## src/rtl/vp_irq_ctl_pkg.sv

```systemverilog
// Shared constants for the 1801VP1-033 serial-port interrupt controller:
// CSR addresses, default vectors, FSM state encoding and a bus-inversion helper.
package vp_irq_ctl_pkg;

    localparam logic [15:0] ADDR_RX_CSR = 16'o177560;
    localparam logic [15:0] ADDR_RX_DAT = 16'o177562;
    localparam logic [15:0] ADDR_TX_CSR = 16'o177564;
    localparam logic [15:0] ADDR_TX_DAT = 16'o177566;

    localparam logic [15:0] VEC_RX_DEF  = 16'o000060;
    localparam logic [15:0] VEC_TX_DEF  = 16'o000064;

    // Idle (deasserted) level of every active-low Q-bus control pin
    localparam logic        PIN_IDLE    = 1'b1;

    typedef enum logic [2:0] {
        ST_IDLE  = 3'd0,
        ST_ACK   = 3'd1,
        ST_HOLD  = 3'd2,
        ST_WAITI = 3'd3,
        ST_PASS  = 3'd4
    } irq_state_e;

    function automatic logic [15:0] bus_inv(input logic [15:0] v);
        return ~v;
    endfunction

endpackage

```

## src/rtl/vp_sync2.sv

```systemverilog
// Two-flop synchroniser for an asynchronous Q-bus control pin.
module vp_sync2
    import vp_irq_ctl_pkg::*;
#(
    parameter logic RST_VAL = PIN_IDLE
) (
    input  logic clk_i,
    input  logic rst_ni,
    input  logic d_i,
    output logic q_o
);

    logic [1:0] ff_q;

    // Shift the pin through two flops; reset parks both at the idle level
    always_ff @(posedge clk_i) begin
        if (!rst_ni) begin
            ff_q <= {RST_VAL, RST_VAL};
        end else begin
            ff_q <= {ff_q[0], d_i};
        end
    end

    assign q_o = ff_q[1];

endmodule

```

## src/rtl/vp_irq_ctl.sv

```systemverilog
// Q-bus interrupt controller for the 1801VP1-033 serial port in BPIC mode:
// latches RX/TX requests, drives nVIRQ, resolves IAKI/IAKO and returns the vector.
module vp_irq_ctl
    import vp_irq_ctl_pkg::*;
#(
    parameter logic [15:0] VEC_RX   = VEC_RX_DEF,
    parameter logic [15:0] VEC_TX   = VEC_TX_DEF,
    parameter int          RPLY_DLY = 2
) (
    input  logic        PIN_CLK,
    input  logic        PIN_nRST,
    input  logic        PIN_nINIT,
    input  logic        PIN_nSYNC,
    input  logic        PIN_nDIN,
    input  logic        PIN_nIAKI,
    input  logic        rx_ie,
    input  logic        rx_rdy,
    input  logic        tx_ie,
    input  logic        tx_rdy,
    output logic        PIN_nVIRQ,
    output logic        PIN_nIAKO,
    output logic        PIN_nRPLY,
    output logic [15:0] PIN_nAD,
    output logic        ad_oe,
    output logic        rx_ack,
    output logic        tx_ack
);

    localparam logic [2:0] CNT_LAST = 3'(RPLY_DLY - 1);

    logic        init_n, sync_n, din_n, iak_n;
    logic        rx_lvl, tx_lvl, iak_go;
    logic        rx_lvl_q, tx_lvl_q, rreq_q, treq_q, rreq_d, treq_d;
    irq_state_e  state_q, state_d;
    logic        chan_tx_q, chan_tx_d;
    logic [2:0]  cnt_q, cnt_d;
    logic        nvirq_q, niako_q, nrply_q, ad_oe_q, rx_ack_q, tx_ack_q;
    logic        niako_d, nrply_d, ad_oe_d, rx_ack_d, tx_ack_d;
    logic [15:0] nad_q, nad_d;

    vp_sync2 #(.RST_VAL(PIN_IDLE)) u_sync_init (.clk_i(PIN_CLK), .rst_ni(PIN_nRST), .d_i(PIN_nINIT), .q_o(init_n));
    vp_sync2 #(.RST_VAL(PIN_IDLE)) u_sync_sync (.clk_i(PIN_CLK), .rst_ni(PIN_nRST), .d_i(PIN_nSYNC), .q_o(sync_n));
    vp_sync2 #(.RST_VAL(PIN_IDLE)) u_sync_din  (.clk_i(PIN_CLK), .rst_ni(PIN_nRST), .d_i(PIN_nDIN),  .q_o(din_n));
    vp_sync2 #(.RST_VAL(PIN_IDLE)) u_sync_iak  (.clk_i(PIN_CLK), .rst_ni(PIN_nRST), .d_i(PIN_nIAKI), .q_o(iak_n));

    assign rx_lvl = rx_ie & rx_rdy;
    assign tx_lvl = tx_ie & tx_rdy;
    assign iak_go = ~iak_n & ~din_n & sync_n;

    // FSM state register; INIT behaves like reset but leaves the synchronisers alone
    always_ff @(posedge PIN_CLK) begin
        if (!PIN_nRST || !init_n) begin
            state_q   <= ST_IDLE;
            chan_tx_q <= 1'b0;
            cnt_q     <= 3'd0;
        end else begin
            state_q   <= state_d;
            chan_tx_q <= chan_tx_d;
            cnt_q     <= cnt_d;
        end
    end

    // Next state: the serving channel is frozen on leaving IDLE; IAKI rising aborts a vector cycle
    always_comb begin
        state_d   = state_q;
        chan_tx_d = chan_tx_q;
        cnt_d     = cnt_q;
        case (state_q)
            ST_IDLE: begin
                if (iak_go) begin
                    cnt_d = 3'd0;
                    if (rreq_q) begin
                        state_d   = ST_ACK;
                        chan_tx_d = 1'b0;
                    end else if (treq_q) begin
                        state_d   = ST_ACK;
                        chan_tx_d = 1'b1;
                    end else begin
                        state_d   = ST_PASS;
                    end
                end else begin
                    state_d = ST_IDLE;
                end
            end
            ST_ACK: begin
                if (iak_n) begin
                    state_d = ST_IDLE;
                end else if (cnt_q == CNT_LAST) begin
                    state_d = ST_HOLD;
                end else begin
                    cnt_d = cnt_q + 3'd1;
                end
            end
            ST_HOLD: begin
                if (iak_n) begin
                    state_d = ST_IDLE;
                end else if (din_n) begin
                    state_d = ST_WAITI;
                end else begin
                    state_d = ST_HOLD;
                end
            end
            ST_WAITI, ST_PASS: begin
                if (iak_n) begin
                    state_d = ST_IDLE;
                end else begin
                    state_d = state_q;
                end
            end
            default: state_d = ST_IDLE;
        endcase
    end

    // Outputs decoded from the upcoming state so the registered pins track the FSM without lag
    always_comb begin
        nrply_d  = (state_d != ST_HOLD);
        ad_oe_d  = (state_d == ST_ACK) || (state_d == ST_HOLD);
        niako_d  = (state_d != ST_PASS);
        rx_ack_d = (state_q == ST_HOLD) && (state_d == ST_WAITI) && !chan_tx_q;
        tx_ack_d = (state_q == ST_HOLD) && (state_d == ST_WAITI) &&  chan_tx_q;
        if (ad_oe_d) begin
            nad_d = bus_inv(chan_tx_d ? VEC_TX : VEC_RX);
        end else begin
            nad_d = 16'hFFFF;
        end
    end

    // Request flops: rising edge of ie&rdy sets, any clear condition overrides a set
    always_comb begin
        if (!rx_lvl || rx_ack_d) begin
            rreq_d = 1'b0;
        end else begin
            rreq_d = rreq_q | ~rx_lvl_q;
        end
        if (!tx_lvl || tx_ack_d) begin
            treq_d = 1'b0;
        end else begin
            treq_d = treq_q | ~tx_lvl_q;
        end
    end

    // Request flops, edge history and registered bus outputs
    always_ff @(posedge PIN_CLK) begin
        if (!PIN_nRST || !init_n) begin
            rx_lvl_q <= 1'b0;
            tx_lvl_q <= 1'b0;
            rreq_q   <= 1'b0;
            treq_q   <= 1'b0;
            nvirq_q  <= 1'b1;
            niako_q  <= 1'b1;
            nrply_q  <= 1'b1;
            ad_oe_q  <= 1'b0;
            nad_q    <= 16'hFFFF;
            rx_ack_q <= 1'b0;
            tx_ack_q <= 1'b0;
        end else begin
            rx_lvl_q <= rx_lvl;
            tx_lvl_q <= tx_lvl;
            rreq_q   <= rreq_d;
            treq_q   <= treq_d;
            nvirq_q  <= ~(rreq_q | treq_q);
            niako_q  <= niako_d;
            nrply_q  <= nrply_d;
            ad_oe_q  <= ad_oe_d;
            nad_q    <= nad_d;
            rx_ack_q <= rx_ack_d;
            tx_ack_q <= tx_ack_d;
        end
    end

    assign PIN_nVIRQ = nvirq_q;
    assign PIN_nIAKO = niako_q;
    assign PIN_nRPLY = nrply_q;
    assign PIN_nAD   = nad_q;
    assign ad_oe     = ad_oe_q;
    assign rx_ack    = rx_ack_q;
    assign tx_ack    = tx_ack_q;

endmodule

```

## config.mk

```make
export PLATFORM = sky130hd
export DESIGN_NAME = vp_irq_ctl
export DESIGN_NICKNAME = d
export VERILOG_FILES = /design/src/rtl/vp_irq_ctl_pkg.sv /design/src/rtl/vp_sync2.sv /design/src/rtl/vp_irq_ctl.sv
export SDC_FILE = /design/constraint.sdc
export NUM_CORES = 1
export LEC_CHECK = 0
export CORE_AREA = 2 2 58 71
export DETAILED_ROUTE_END_ITERATION = 10
export DIE_AREA = 0 0 60 73
export PLACE_DENSITY = 0.52
export SLEW_MARGIN = 20
export SYNTH_ARGS = -nofsm -noshare
export SYNTH_HDL_FRONTEND = slang
export SYNTH_SLANG_ARGS = --single-unit
```

## constraint.sdc

```tcl
create_clock -name PIN_CLK -period 3.2 [get_ports PIN_CLK]
set_input_delay 0.64 -clock PIN_CLK [delete_from_list [all_inputs] [get_ports PIN_CLK]]
set_output_delay 0.64 -clock PIN_CLK [all_outputs]
set_load 0.05 [all_outputs]
```

# Word-level counts from Yosys, hierarchy flattened

Index checks and enable logic that the tools add are counted.
Widths: inputs -> output; s select.

Register bits: 41
Bits of input ports: 10
Output and inout port bits: 22
Logic and storage cells: 83

Reductions and logical operators: 19
Equal/unequal tests: 13
Mux-type cells: 18
Add/sub/neg operators: 1
Bitwise gates (word level): 14

Operators with widths:

| cell                | number |
|---|---|
| $mux 3              | 10 |
| $not 6->16          | 1 |
| $eq 3x2->1 const B  | 4 |
| $pmux 3 s4          | 1 |
| $eq 3x1->1 const B  | 3 |
| $reduce_or 2->1     | 4 |
| $ne 2x2->1 const B  | 3 |
| $not 1->1           | 6 |
| $pmux 3 s2          | 1 |
| $logic_not 1->1     | 5 |
| $mux 1              | 5 |
| $and 1x1->1         | 4 |
| $logic_or 1x1->1    | 4 |
| $reduce_and 4->1    | 1 |
| $add 3x1->3 const B | 1 |
| $eq 3x3->1 const B  | 1 |
| $logic_and 1x1->1   | 3 |
| $logic_not 3->1     | 1 |
| $ne 3x2->1 const B  | 1 |
| $ne 3x3->1 const B  | 1 |
| $or 1x1->1          | 3 |
| $mux 2              | 1 |
| $reduce_bool 2->1   | 1 |

# Longest topological paths before layout

Gate-level depths: netlist (run 1).

Depth after elaboration: 10
Mapped depth: 6
Mapped depth without buffers: 6

# By module

From an unflattened synthesis (run 1), not the netlist that was laid out.

Cells, all modules: 109
Area total of the unflattened synthesis: 1079.8 um^2

Modules (own cells, without submodules):

| module     | area an instance (um^2) | times used | cells an instance | seq. area each (um^2) |
|---|---|---|---|---|
| vp_irq_ctl | 869.6                   | 1          | 93                | 380.4 |
| vp_sync2   | 52.6                    | 4          | 4                 | 40.0 |

# Worst setup path before layout (run 1)

Ideal clock, no wire load.

Kind: reg2out
Start point: register PIN_nAD[4] (netlist name)
End point: output PIN_nAD[5]
Path buffers: 1
Required time: 2.560 ns
Setup slack: 1.666 ns
Cell stages (with the launch flop): 2
Arrival time: 0.894 ns
Cells stage by stage: dfxtp_1 > buf_4

RTL lines:

| element          | RTL line         | text |
|---|---|---|
| end: declaration | vp_irq_ctl.sv:23 | `output logic [15:0] PIN_nAD,` |

# Worst setup path after layout (run 1)

Start point: register nad_q[4] (netlist: PIN_nAD[4])
End point: output PIN_nAD[4]

RTL lines:

| element                  | RTL line          | text |
|---|---|---|
| start: declaration       | vp_irq_ctl.sv:39  | `logic [15:0] nad_q, nad_d;` |
| start signal: assignment | vp_irq_ctl.sv:165 | `nad_q <= nad_d;` |

No word-level cell between the ends.

==> results of run 1 <==
[cell usage in the layout (no fill, tap or decap), drive strengths merged, types with 2 or more instances in the layout]
| cell | count |
|---|---|
| nand4 | 3 |
| nand2 | 4 |
| a31oi | 3 |
| clkbuf | 4 |
| nor2 | 4 |
| inv | 4 |
| ha | 2 |
| and3 | 4 |
| nor4 | 2 |
| nor3 | 5 |
| clkdlybuf4s50 | 18 |
| nand2b | 12 |
| conb | 13 |
| dfxtp | 27 |
| and2 | 2 |
| o21ai | 3 |
[synth_stat cells (all sizes together), types with 2 or more instances]
library cell and instances:
nand4 3, nor3 5, inv 4, a31oi 3, buf 15, dfxtp 27
and2 2, and3 4, nand2b 12, nor4 2, ha 2, nand2 4
o21ai 3, nor2 4
[layout make-up]
class	instances	share of cell area, %
repair buffers	18	13.9
inverters	4	1.16
well taps	54	5.21
flip-flops and latches	27	41.7
multi-input cells	73	34.6
clock buffers	4	3.47
[state kept, by name, indices dropped and copies added (netlist names), 2 cells and up]
| signal | cells |
|---|---|
| PIN_nAD | 2 |
| cnt_q | 3 |
| state_q | 3 |
| u_sync_din.ff_q | 2 |
| u_sync_iak.ff_q | 2 |
| u_sync_init.ff_q | 2 |
| u_sync_sync.ff_q | 2 |
[power by group through the flow]
stage | Combinational, mW | Clock, mW | Sequential, mW
after floorplan | 0.0582 | 0 | 0.357
after global placement | 0.0632 | 0 | 0.356
after detailed placement | 0.0637 | 0 | 0.356
after CTS | 0.0639 | 0.197 | 0.348
after global routing | 0.0676 | 0.206 | 0.349
final | 0.0637 | 0.191 | 0.348
[worst paths after layout]
check / from / to / depth (start not counted)
min reg2reg: u_sync_init.ff_q[0] / u_sync_init.ff_q[1] / 1
min: u_sync_init.ff_q[0] / u_sync_init.ff_q[1] / 1
max reg2reg: state_q[1] / state_q[0] / 4
max: PIN_nAD[4] / PIN_nAD[4] / 1
[metal layers]
metal | up-vias | part of all wire, %
li1 | 377 | -
met1 | 356 | 41
met2 | 29 | 51
met3 | 5 | 5.7
met4 | 0 | 2.7
met5 | - | 0
[metrics by stage]
step | setup slack, ps | instances | hold WS, ps
3_3_place_gp | 1090 | 176 | 390
5_1_grt | 1100 | 180 | 452
2_1_floorplan | 1670 | 119 | 386
3_5_place_dp | 1060 | 176 | 394
4_1_cts | 1140 | 180 | 415
6_report | 1150 | 180 | 412
[cell families (layout without fill, tap and decap cells)]
kind of cell | Yosys count | after routing
other | 1 | 13
AO/OA/AOI/OAI | 12 | 12
buffers and inverters | 19 | 26
flip-flops | 27 | 27
XOR/XNOR | 2 | 2
AND/OR/NAND/NOR | 44 | 44
adder cells (fa/ha/maj) | 2 | 2
==> summary.md, run 1 <==
| Metric | Value |
|---|---|
| Post-layout min period | around 2000 ps |
| Ranking of synthesized cells by area | dfxtp_1 (50%), buf_4 (9.8%), nand2b_1 (7.0%) |
| GR met3 Demand/Resource | 3.19% |
| Yosys cell types | 35 |
| Pint | roughly 0.45 mW |
| Fmax | between 400 and 500 MHz |
| Antenna fix cells | 0 |
| Busiest grt layer | met2 |
| Area leader, netlist | dfxtp_1 |
| Xor and xnor fraction of the mapped netlist area | between 1.5 and 2% |
| R2r setup slk | 1750 ps |
| Critical path buffer and inverter count | 1 |
| Ys flop type | dfxtp_1 |
| Worst Path Arrival | approximately 1400 ps |
| Routed wire length | 1850 µm |
| Die ar. | 4380 µm² |
| YS warnings | 0 |
| Final Skew | 2.01 ps |
| Hold Path Class | reg2reg |
| WL/cell | around 10 µm |
| Crit-path cells | clkdlybuf4s50_1 |
| Post-synthesis sequential area ratio | between 50% and 60% |
| Hold-fix buffers, CTS | 0 |
| Final period util | 64.0% |
| Type of the worst setup path | reg2out |
| CTS tree | built |
| CP Capture Type | output port |
| Maximum vdd drop | 0.000134 V |
| I/O pin count | 32 |
| DIE WIDTH | 60 µm |
| Crit-path slowest cell | clkdlybuf4s50_1 |
| Critical path data required time | between 2000 and 3000 ps |
| Die height | 73 µm |
| # fillers | 387 |
| Clock power frac | 31.7% |
| Final net count | about 140 |
| Post-DP HPWL | 1390 µm |
| Routability congestion estimate | around 0.8 |
| Syn-to-layout area delta | 20.6% |
| GR Overflow Total | 0 |
| Compound-Gate Fraction of Synth Area | under 10% |
| DP Area | between 1000 and 1500 µm² |
| Power Total | 0.603 mW |
| RSZ-0062 raised after global routing | false |
| Worst setup SP type | flop |
| First-pass DRT Iterations | 2 |
| DRC | 0 |
| Proportion of power drawn by flip-flops and latches | 57.7% |
| Initial DRC count | 14 |
| Clock Pin Slew Worst Setup and Hold Paths | 90 ps |
| Met1 Track Usage GR | 9.31% |
| Number of synthesized register bits | 27 |
| TritonCTS buffer count | 3 |
| Vias | 767 |
| Post-synth ARST share | 0% |
| Net Sw Power | roughly 0.15 mW |
| Area of the multi-input gates | between 400 and 500 µm² |
| Slowest stage delay, CP | 800 ps |
| Initial antenna violation count | 0 |
| Met2 usage | 16.7% |
| Largest family of logic cells by synthesized area | simple AND/OR/NAND/NOR gates |
| Synth Area in Adders | 2.33% |
| Starting Density | 28.4% |
| Vias per cell | between 4 and 5 |
| Run status | finished clean |
| Final Instance Area | ~1300 µm² |
| Root Buffer | clkbuf_8 |
| Comb power frac | 10.6% |
| Crit path max-delay family | buffers and inverters |
| Mapped Area | 1080 µm² |
| Htree depth | 1 |
| Post-synthesis mux area share | 0% |
| Mapped Cells | approximately 110 |
| First-pass GRT wire length | 3150 µm |
| CTS Sinks | 27 |
| Ratio of cells with drive above 1 in the final layout | 4.76% |
| GRT Total Usage | approximately 9.7% |
| Worst-case clock buffer depth | 2 |
| FF/Latch Area | 541 µm² |
| Final antenna-violating net count | 0 |
| Final setup fails | 0 |
| Max FO, Critical Path | 2 |
| Synthesized area per cell | 10.1 µm² |
| Max_cap viols | 0 |
| Skew-Pair Late Insertion Delay | 270 ps |
| Setup total negative slack | 0 ps |
| Vias in the first global route | about 780 |
| Final Hold Viols | 0 |
| Post-route core utilization | roughly 34% |
| Fraction of the mapped netlist area in simple logic gates | 25.6% |
| Core ar. | 3780 µm² |
| Post-synth EDFFs | 0 |
| Slew Viols, Final | 0 |
| FP Rows | 25 |
| Pleak | 0.503 nW |
| CTS resizes | 0 |
| PortBufs | 18 |
| Yosys top cell area share | between 50% and 60% |
| Largest net degree at the start of global routing | 15 |
| Post-CTS Setup Repair Bufs | 0 |
| PwrDens | 464 nW/µm² |
| Sw Ratio | 25.3% |
Power figures use the tool's default switching activity.
==> run 2, diff against run 1 <==
==> constraint.sdc (replaced) <==
create_clock -name PIN_CLK -period 2.07 [get_ports PIN_CLK]
set_input_delay 0.414 -clock PIN_CLK [delete_from_list [all_inputs] [get_ports PIN_CLK]]
set_output_delay 0.414 -clock PIN_CLK [all_outputs]
set_load 0.05 [all_outputs]
==> run 2 against run 1 <==
Critical path type unchanged. Design area increased by 0.58%. Power up 53%. Non-clock buffer count rose by 1. Register-to-register slack got worse by 1200 ps. First-iteration DRC count grew 7.1%. Routed wire length shrank 2.5%. Clock power rose by 49%. Count of clock-buffer cells in the layout unchanged. Die area unchanged. Critical path depth stayed put.
==> summary.md, run 2 (synthesis results as in run 1) <==
| Metric | Value |
|---|---|
| Hold-fix buffers, CTS | 0 (unchanged) |
| Vias per cell | 4.20 (-1.5%) |
| Die ar. | 4380 µm² (unchanged) |
| Routed wire length | 1800 µm (-2.5%) |
| Post-DP HPWL | 1370 µm (-1.5%) |
| Area of the multi-input gates | 449 µm² (unchanged) |
| FP Rows | 25 (unchanged) |
| Max FO, Critical Path | 2 (unchanged) |
| Most frequent cells in the layout | dfxtp_1 (27), clkdlybuf4s50_1 (18), conb_1 (13) |
| CP Capture Type | output port |
| Max_cap viols | 0 (unchanged) |
| Post-layout min period | 1810 ps |
| Post-placement cell count | 177 (+0.57%) |
| Htree depth | 1 (unchanged) |
| Antenna fix cells | 0 (unchanged) |
| Vias in the first global route | 710 (-9.3%) |
| WL/cell | 9.94 µm (-3.0%) |
| DRC | 0 (unchanged) |
| Worst Path Arrival | 1390 ps (-20 ps) |
| Initial antenna violation count | 0 (unchanged) |
| Final WS setup | 263 ps (-889 ps) |
| Post-route core utilization | 34.5% (+0.20 points) |
| Post-CTS Setup Repair Bufs | 0 (unchanged) |
| Routability congestion estimate | 0.818 (+2.6%) |
| Type of the worst setup path | reg2out |
| Final setup fails | 0 (unchanged) |
| Fmax | 553 MHz |
| Final Skew | 7.23 ps (+5.22 ps) |
| Slew Viols, Final | 0 (unchanged) |
| Largest net degree at the start of global routing | 15 (unchanged) |
| Crit path max-delay family | buffers and inverters |
| Fin cells | 181 (+0.56%) |
| Worst hold margin | 411 ps (-0.694 ps) |
| Skew-Pair Late Insertion Delay | 260 ps (about the same) |
| CTS tree | built |
| Final Hold Viols | 0 (unchanged) |
| First-pass DRT Iterations | 4 (+2) |
| RSZ-0062 raised after global routing | false |
| Die height | 73 µm (unchanged) |
| First-pass GRT wire length | 3050 µm (-3.3%) |
| DP Area | 1260 µm² (+0.60%) |
| Setup total negative slack | 0 ps (unchanged) |
| PwrDens | 707 nW/µm² (+52%) |
| FF/Latch Area | 541 µm² (unchanged) |
| Initial DRC count | 15 (+1) |
| Slowest stage delay, CP | 790 ps (about the same) |
| Power Total | 0.922 mW (+53%) |
| CTS resizes | 0 (unchanged) |
| Worst-case clock buffer depth | 2 (unchanged) |
| Clock Pin Slew Worst Setup and Hold Paths | 90 ps (about the same) |
| Core ar. | 3780 µm² (unchanged) |
| Maximum vdd drop | 0.000273 V (+100%) |
| Biggest regs | cnt_q (3), state_q (3) |
| Critical path buffer and inverter count | 1 (unchanged) |
| Syn-to-layout area delta | 21.3% |
| I/O pin count | 32 (unchanged) |
| Critical path data required time | 1660 ps (-900 ps) |
| Root Buffer | clkbuf_8 |
| CTS Sinks | 27 (unchanged) |
| Final net count | 140 (+0.72%) |
| Crit-path cells | clkdlybuf4s50_1 |
| Pleak | 0.507 nW (+0.96%) |
| Hold Path Class | reg2reg |
| GR Overflow Total | 0 (unchanged) |
| # fillers | 403 (+4.1%) |
| Ratio of cells with drive above 1 in the final layout | 5.51% (+0.75 points) |
| Starting Density | 28.4% (unchanged) |
| GRT Total Usage | 9.00% (-0.69 points) |
| TritonCTS buffer count | 3 (unchanged) |
| Final antenna-violating net count | 0 (unchanged) |
| Pre-CTS setup slack | 355 ps (-706 ps) |
| Final period util | 87.3% |
| PortBufs | 18 (unchanged) |
| Final Instance Area | 1310 µm² (+0.58%) |
| Worst setup SP type | flop |
| Vias | 760 (-0.91%) |
| Most common cell after layout, fill and taps aside | dfxtp_1 |
| Crit-path slowest cell | clkdlybuf4s50_1 |
| Run status | finished clean |
| DIE WIDTH | 60 µm (unchanged) |
## run 2: cell types whose count changed in the layout (fill, tap and decap cells not counted), sizes merged
cell / delta
buf: +1
## run 2: power breakdown
| group | switching [mW] | total (mW) | internal [mW] |
|---|---|---|---|
| Sequential | 0.00718 | 0.538 | 0.530 |
| Combinational | 0.0717 | 0.100 | 0.0286 |
| Clock | 0.147 | 0.285 | 0.137 |
## run 2: final timing paths
kind                  startpoint                   to  slack [ps]  cells after the start
min          u_sync_sync.ff_q[0]  u_sync_sync.ff_q[1]         410                      1
max                   PIN_nAD[4]           PIN_nAD[5]         260                      1
max reg2reg           state_q[1]           state_q[0]         550                      4
min reg2reg  u_sync_sync.ff_q[0]  u_sync_sync.ff_q[1]         410                      1
## run 2: final cells by class
type | count | share of cell area [%]
clock buffer | 4 | 3.45
inverter | 4 | 1.15
multi-input combinational | 73 | 34.4
sequential | 27 | 41.4
tap | 54 | 5.18
timing repair buffer | 19 | 14.4
## run 2: per-layer routing
layer,GRT usage (%),vias up,routed length [µm]
met5,0,-,0
met4,4.20,0,14
met3,2.66,2,99
met2,15.3,28,895
met1,10.0,351,790
li1,-,379,-
## run 2: worst register-to-register path: cells and delay by family (launching register included)
| family | cells | cell delay [ps] |
|---|---|---|
| simple gates | 2 | 740 |
| compound gates | 2 | 310 |
| flops | 1 | 400 |
